===== src/rtl/cache_mem_arbiter.sv =====
// Shares one RAM port between the icache (reads) and the dcache (reads and
// writes). One word transaction at a time; dcache has priority, with a
// bounded-streak rule so a pending icache read cannot be starved.
//
// state | meaning
// ------+---------------------------------------------------------------
// IDLE  | no owner; arbitrating, nothing driven to RAM
// IGNT  | icache owns the RAM port
// DGNT  | dcache owns the RAM port
module cache_mem_arbiter #(
    parameter int MAX_DSTREAK = 4
) (
    input  logic        CLK,
    input  logic        nRST,
    input  logic        iREN,
    input  logic [31:0] iaddr,
    output logic        iwait,
    output logic [31:0] iload,
    input  logic        dREN,
    input  logic        dWEN,
    input  logic [31:0] daddr,
    input  logic [31:0] dstore,
    output logic        dwait,
    output logic [31:0] dload,
    output logic        ramREN,
    output logic        ramWEN,
    output logic [31:0] ramaddr,
    output logic [31:0] ramstore,
    input  logic [31:0] ramload,
    input  logic [1:0]  ramstate
);

    typedef enum logic [1:0] {IDLE, IGNT, DGNT} owner_t;

    localparam logic [1:0] RAM_ACCESS = 2'd2;
    localparam logic [3:0] STREAK_MAX = 4'(MAX_DSTREAK);

    owner_t     owner_q, owner_d;
    logic [3:0] streak_q, streak_d;
    logic       d_req, i_done, d_done;

    // The streak passed in is the post-update value, so the icache is forced
    // right after the MAX_DSTREAK-th dcache word rather than one word later.
    function automatic owner_t arb(input logic i_req, input logic dc_req,
                                   input logic [3:0] streak);
        if (i_req && streak == STREAK_MAX) return IGNT;
        else if (dc_req)                  return DGNT;
        else if (i_req)                   return IGNT;
        else                              return IDLE;
    endfunction

    assign iload  = ramload;
    assign dload  = ramload;
    assign d_req  = dREN | dWEN;
    assign i_done = (owner_q == IGNT) && iREN && (ramstate == RAM_ACCESS);
    assign d_done = (owner_q == DGNT) && d_req && (ramstate == RAM_ACCESS);

    // Streak bookkeeping: saturating count of dcache words while icache waits.
    always_comb begin
        streak_d = streak_q;
        if (!iREN || i_done)
            streak_d = 4'd0;
        else if (d_done && streak_q < STREAK_MAX)
            streak_d = streak_q + 4'd1;
    end

    // Owner outputs and next owner; address/data forwarded combinationally.
    always_comb begin
        owner_d  = owner_q;
        iwait    = 1'b1;
        dwait    = 1'b1;
        ramREN   = 1'b0;
        ramWEN   = 1'b0;
        ramaddr  = 32'd0;
        ramstore = 32'd0;
        case (owner_q)
            IDLE: owner_d = arb(iREN, d_req, streak_d);
            IGNT: begin
                if (iREN) begin
                    ramREN  = 1'b1;
                    ramaddr = iaddr;
                    if (i_done) begin
                        iwait   = 1'b0;
                        owner_d = arb(iREN, d_req, streak_d);
                    end
                end else begin
                    owner_d = arb(iREN, d_req, streak_d);
                end
            end
            DGNT: begin
                if (dWEN) begin
                    ramWEN   = 1'b1;
                    ramaddr  = daddr;
                    ramstore = dstore;
                end else if (dREN) begin
                    ramREN  = 1'b1;
                    ramaddr = daddr;
                end
                if (!d_req || d_done)
                    owner_d = arb(iREN, d_req, streak_d);
                if (d_done)
                    dwait = 1'b0;
            end
            default: owner_d = IDLE;
        endcase
    end

    // Owner and streak registers.
    always_ff @(posedge CLK or negedge nRST) begin
        if (!nRST) begin
            owner_q  <= IDLE;
            streak_q <= 4'd0;
        end else begin
            owner_q  <= owner_d;
            streak_q <= streak_d;
        end
    end

endmodule

===== config.mk =====
export PLATFORM = sky130hd
export DESIGN_NAME = cache_mem_arbiter
export DESIGN_NICKNAME = d
export VERILOG_FILES = /design/src/rtl/cache_mem_arbiter.sv
export SDC_FILE = /design/constraint.sdc
export NUM_CORES = 1
export LEC_CHECK = 0
export ABC_CLOCK_PERIOD_IN_PS = 2000
export CORE_AREA = 2 2 103 105
export CTS_BUF_LIST = sky130_fd_sc_hd__clkbuf_8
export DETAILED_ROUTE_END_ITERATION = 6
export DIE_AREA = 0 0 105 107
export PLACE_DENSITY = 0.63
export SYNTH_ARGS = -nofsm -noshare
export SYNTH_HDL_FRONTEND = slang
export SYNTH_SLANG_ARGS = --single-unit

===== constraint.sdc =====
create_clock -name CLK -period 2 [get_ports CLK]
set_input_delay 0.4 -clock CLK [delete_from_list [all_inputs] [get_ports CLK]]
set_output_delay 0.4 -clock CLK [all_outputs]
set_load 0.02 [all_outputs]

==> impl_metrics.tcl <==
set metrics [dict create \
    status "complete, but fails checks" \
    violations "negative setup slack" \
    fmax_mhz 489 \
    vias 2039 \
    synth_area_um2 1690 \
    peakVddDrop_uv 348 \
    synth_edf_count 0 \
    min_period_ns 2.04 \
    coreArea_um2 10100 \
    grt_pass1_wl_mm 11.0 \
    cts.sinks 6 \
    clockBufferDepth 2 \
    gr-usage-all-layers_pct 12.2 \
    ys_ff_latch 6 \
    synth_nets 371 \
    grt_overflow_total 0 \
    ys.flop_type "dfrtp_1" \
    yosys_warnings 0 \
    worst_pin_slew_ns 0.298 \
    gp_congestion 0.703 \
    hpwl_mm 5.23 \
    htreeDepth 1 \
    tritoncts "built" \
    skew_ns 0.00720 \
    async_flop_share_pct 100 \
    io_pins 267 \
    cap_violations 0 \
    nFillCells 1086 \
    hold_class "input port to asynchronous set/reset pin" \
    antenna_found_initial 0 \
    io_buffers 170 \
    fin_area_um2 3500 \
    grt_pass1_vias 2167 \
    critPathLaunchType "flop" \
    numCtsBuffers 3 \
    syn_avg_cell_area_um2 7.33 \
    path_max_fanout 12 \
    rr_worst_depth 8 \
    regToRegSetupSlack_ns 0.25 \
    hold_viol 0 \
    synthDistinctLibCells 32 \
    slew_violations 0 \
    slew_headroom_pct 80.0 \
    synthTopCellsByArea "buf_4 (29%), a22oi_1 (14%), and3_1 (13%)" \
    regToRegStartpoint "owner_q[1]" \
    final_util_pct 34.7 \
    initial_core_util_pct 16.8 \
    cts_root_buf "clkbuf_8" \
    synthCells 231 \
    drc 0 \
    wl_per_cell_um 15.8 \
    totalWireLength_mm 7.68 \
    antenna_cells 0 \
    crit_arrival_ns 1.64 \
    end_kind "primary output" \
    netlist.top_cell.by_area "buf_4" \
    yosysTopAreaCellShare_pct 28.8 \
    total_power_w 0.00328 \
    fin_crit_sh_pct 102 \
    clk_latency_ns 0.23 \
    synthToLayoutAreaGrowth_pct 107 \
    clk_pin_slew_worst_paths_ns 0.04 \
    power.density_nw_per_um2 936 \
    finalSetupViolCount 27 \
    finalWorstSetupSlack_ns -0.0445 \
    layout-drive-gt1-share_pct 45.8 \
    grt_max_degree 37 \
    num_rows 37 \
    worstSetupPathType "flop to primary output" \
    rsz0062_at_grt "yes" \
    final_antenna_net_count 0 \
    die_h_um 107 \
    r2r-end "owner_q[1]" \
    placed_area_um2 3220 \
    leakage_nw 1.55 \
    die_area_um2 11200 \
    cts-hold-fix-buffers 0 \
    vias_per_cell 4.20 \
    drt_pass1_iterations 4 \
    drtIter0Drc 58 \
    nNetsFinal 491 \
    die_w_um 105 \
    required_ns 1.60 \
    seq_area_frac_synth_pct 8.86 \
]
## power breakdown
group	switching, W	internal, W	leakage, nW
logic	0.00132	0.00161	1.44
registers	0.0000192	0.000140	0.0811
clock network	0.0000597	0.000130	0.0216
## layer usage
layer  track usage, %  vias up  part of all wire [%]  wire, µm
met5                0        -                     0         0
met4             3.81        0                   2.0       155
met1             11.9      931                    36      2790
met2             23.7      106                    53      4050
met3             4.50       24                   8.9       685
li1                 -      978                     -         -
## registers in the layout, summed over array words and instances, names as in the netlist
signal and flops:
owner_q 2, streak_q 4
## critical path, stage by stage, from the launching register on
cell	delay, ns
dfrtp_1	0.40
buf_6	0.14
ha_4	0.15
o21a_4	0.15
buf_12	0.16
a22oi_2	0.20
nor2b_2	0.06
buf_4	0.15
## synthesized netlist by cell type, drive strengths merged, types with 2 or more instances
cell type  count
a211oi         2
a21oi          2
a22oi         32
and2           3
and3          34
buf           73
clkbuf        10
dfrtp          6
ha             5
inv            3
nand2          9
nor2           3
nor2b         32
o21ai          3
## cell usage in the layout (no fill, tap or decap), types with 3 or more instances in the layout
master,instances
buf_6,27
dlygate4sd2_1,3
nor2b_2,17
dfrtp_1,6
nor2b_4,5
buf_16,4
buf_4,23
clkbuf_8,3
nor2b_1,10
a22oi_2,28
clkdlybuf4s50_1,99
and3_1,34
nand2_1,9
buf_2,35
nor2_1,3
buf_12,4
a22oi_1,4
## logic make-up (layout without fill, tap and decap cells)
group,after synthesis,count (layout),synth area share (%)
compound gates,45,45,20.2
buf+inv,86,204,34.8
fa+ha+maj,5,5,3.69
simple gates,88,88,31.9
flops,6,6,8.86
xor+xnor,1,1,0.517
## stage by stage
step	cells	worst slack (ns)	TNS, ns	hold slack (ns)
detailed placement	471	-0.626	-33.29	0.562
finish	485	-0.0445	-0.542	0.417
floorplan	231	0.00693	0	0.104
global route	485	-0.0938	-2.19	0.431
global placement	471	-0.590	-31.86	0.546
CTS	482	-0.0574	-0.663	0.421
## layout make-up
class	count	area, µm²	share of cell area, %
Tap cell	136	170	4.86
Clock buffer	3	41.3	1.18
Sequential cell	6	150	4.29
Inverter	3	11.3	0.322
Multi-Input combinational cell	139	1210	34.7
Timing Repair Buffer	198	1910	54.7
## worst max-delay path by stage
stage	startpoint	endpoint	slack, ns	depth (start not counted)
final	owner_q[1]	ramaddr[13]	-0.04	7
after global routing	owner_q[1]	ramaddr[28]	-0.09	7
after CTS	owner_q[1]	iwait	-0.06	6
after detailed placement	dREN	ramaddr[15]	-0.63	6
after global placement	dREN	ramaddr[15]	-0.59	6
after floorplan	owner_q[0]	ramaddr[14]	0.007	8
## timing repair
action,4_1_cts,5_1_grt
endpoints found under the setup margin,68,39
gates cloned,5,2
gates resized for setup,359,25
pin swaps,15,4
buffers inserted,3,1
Power figures use the tool's default switching activity.
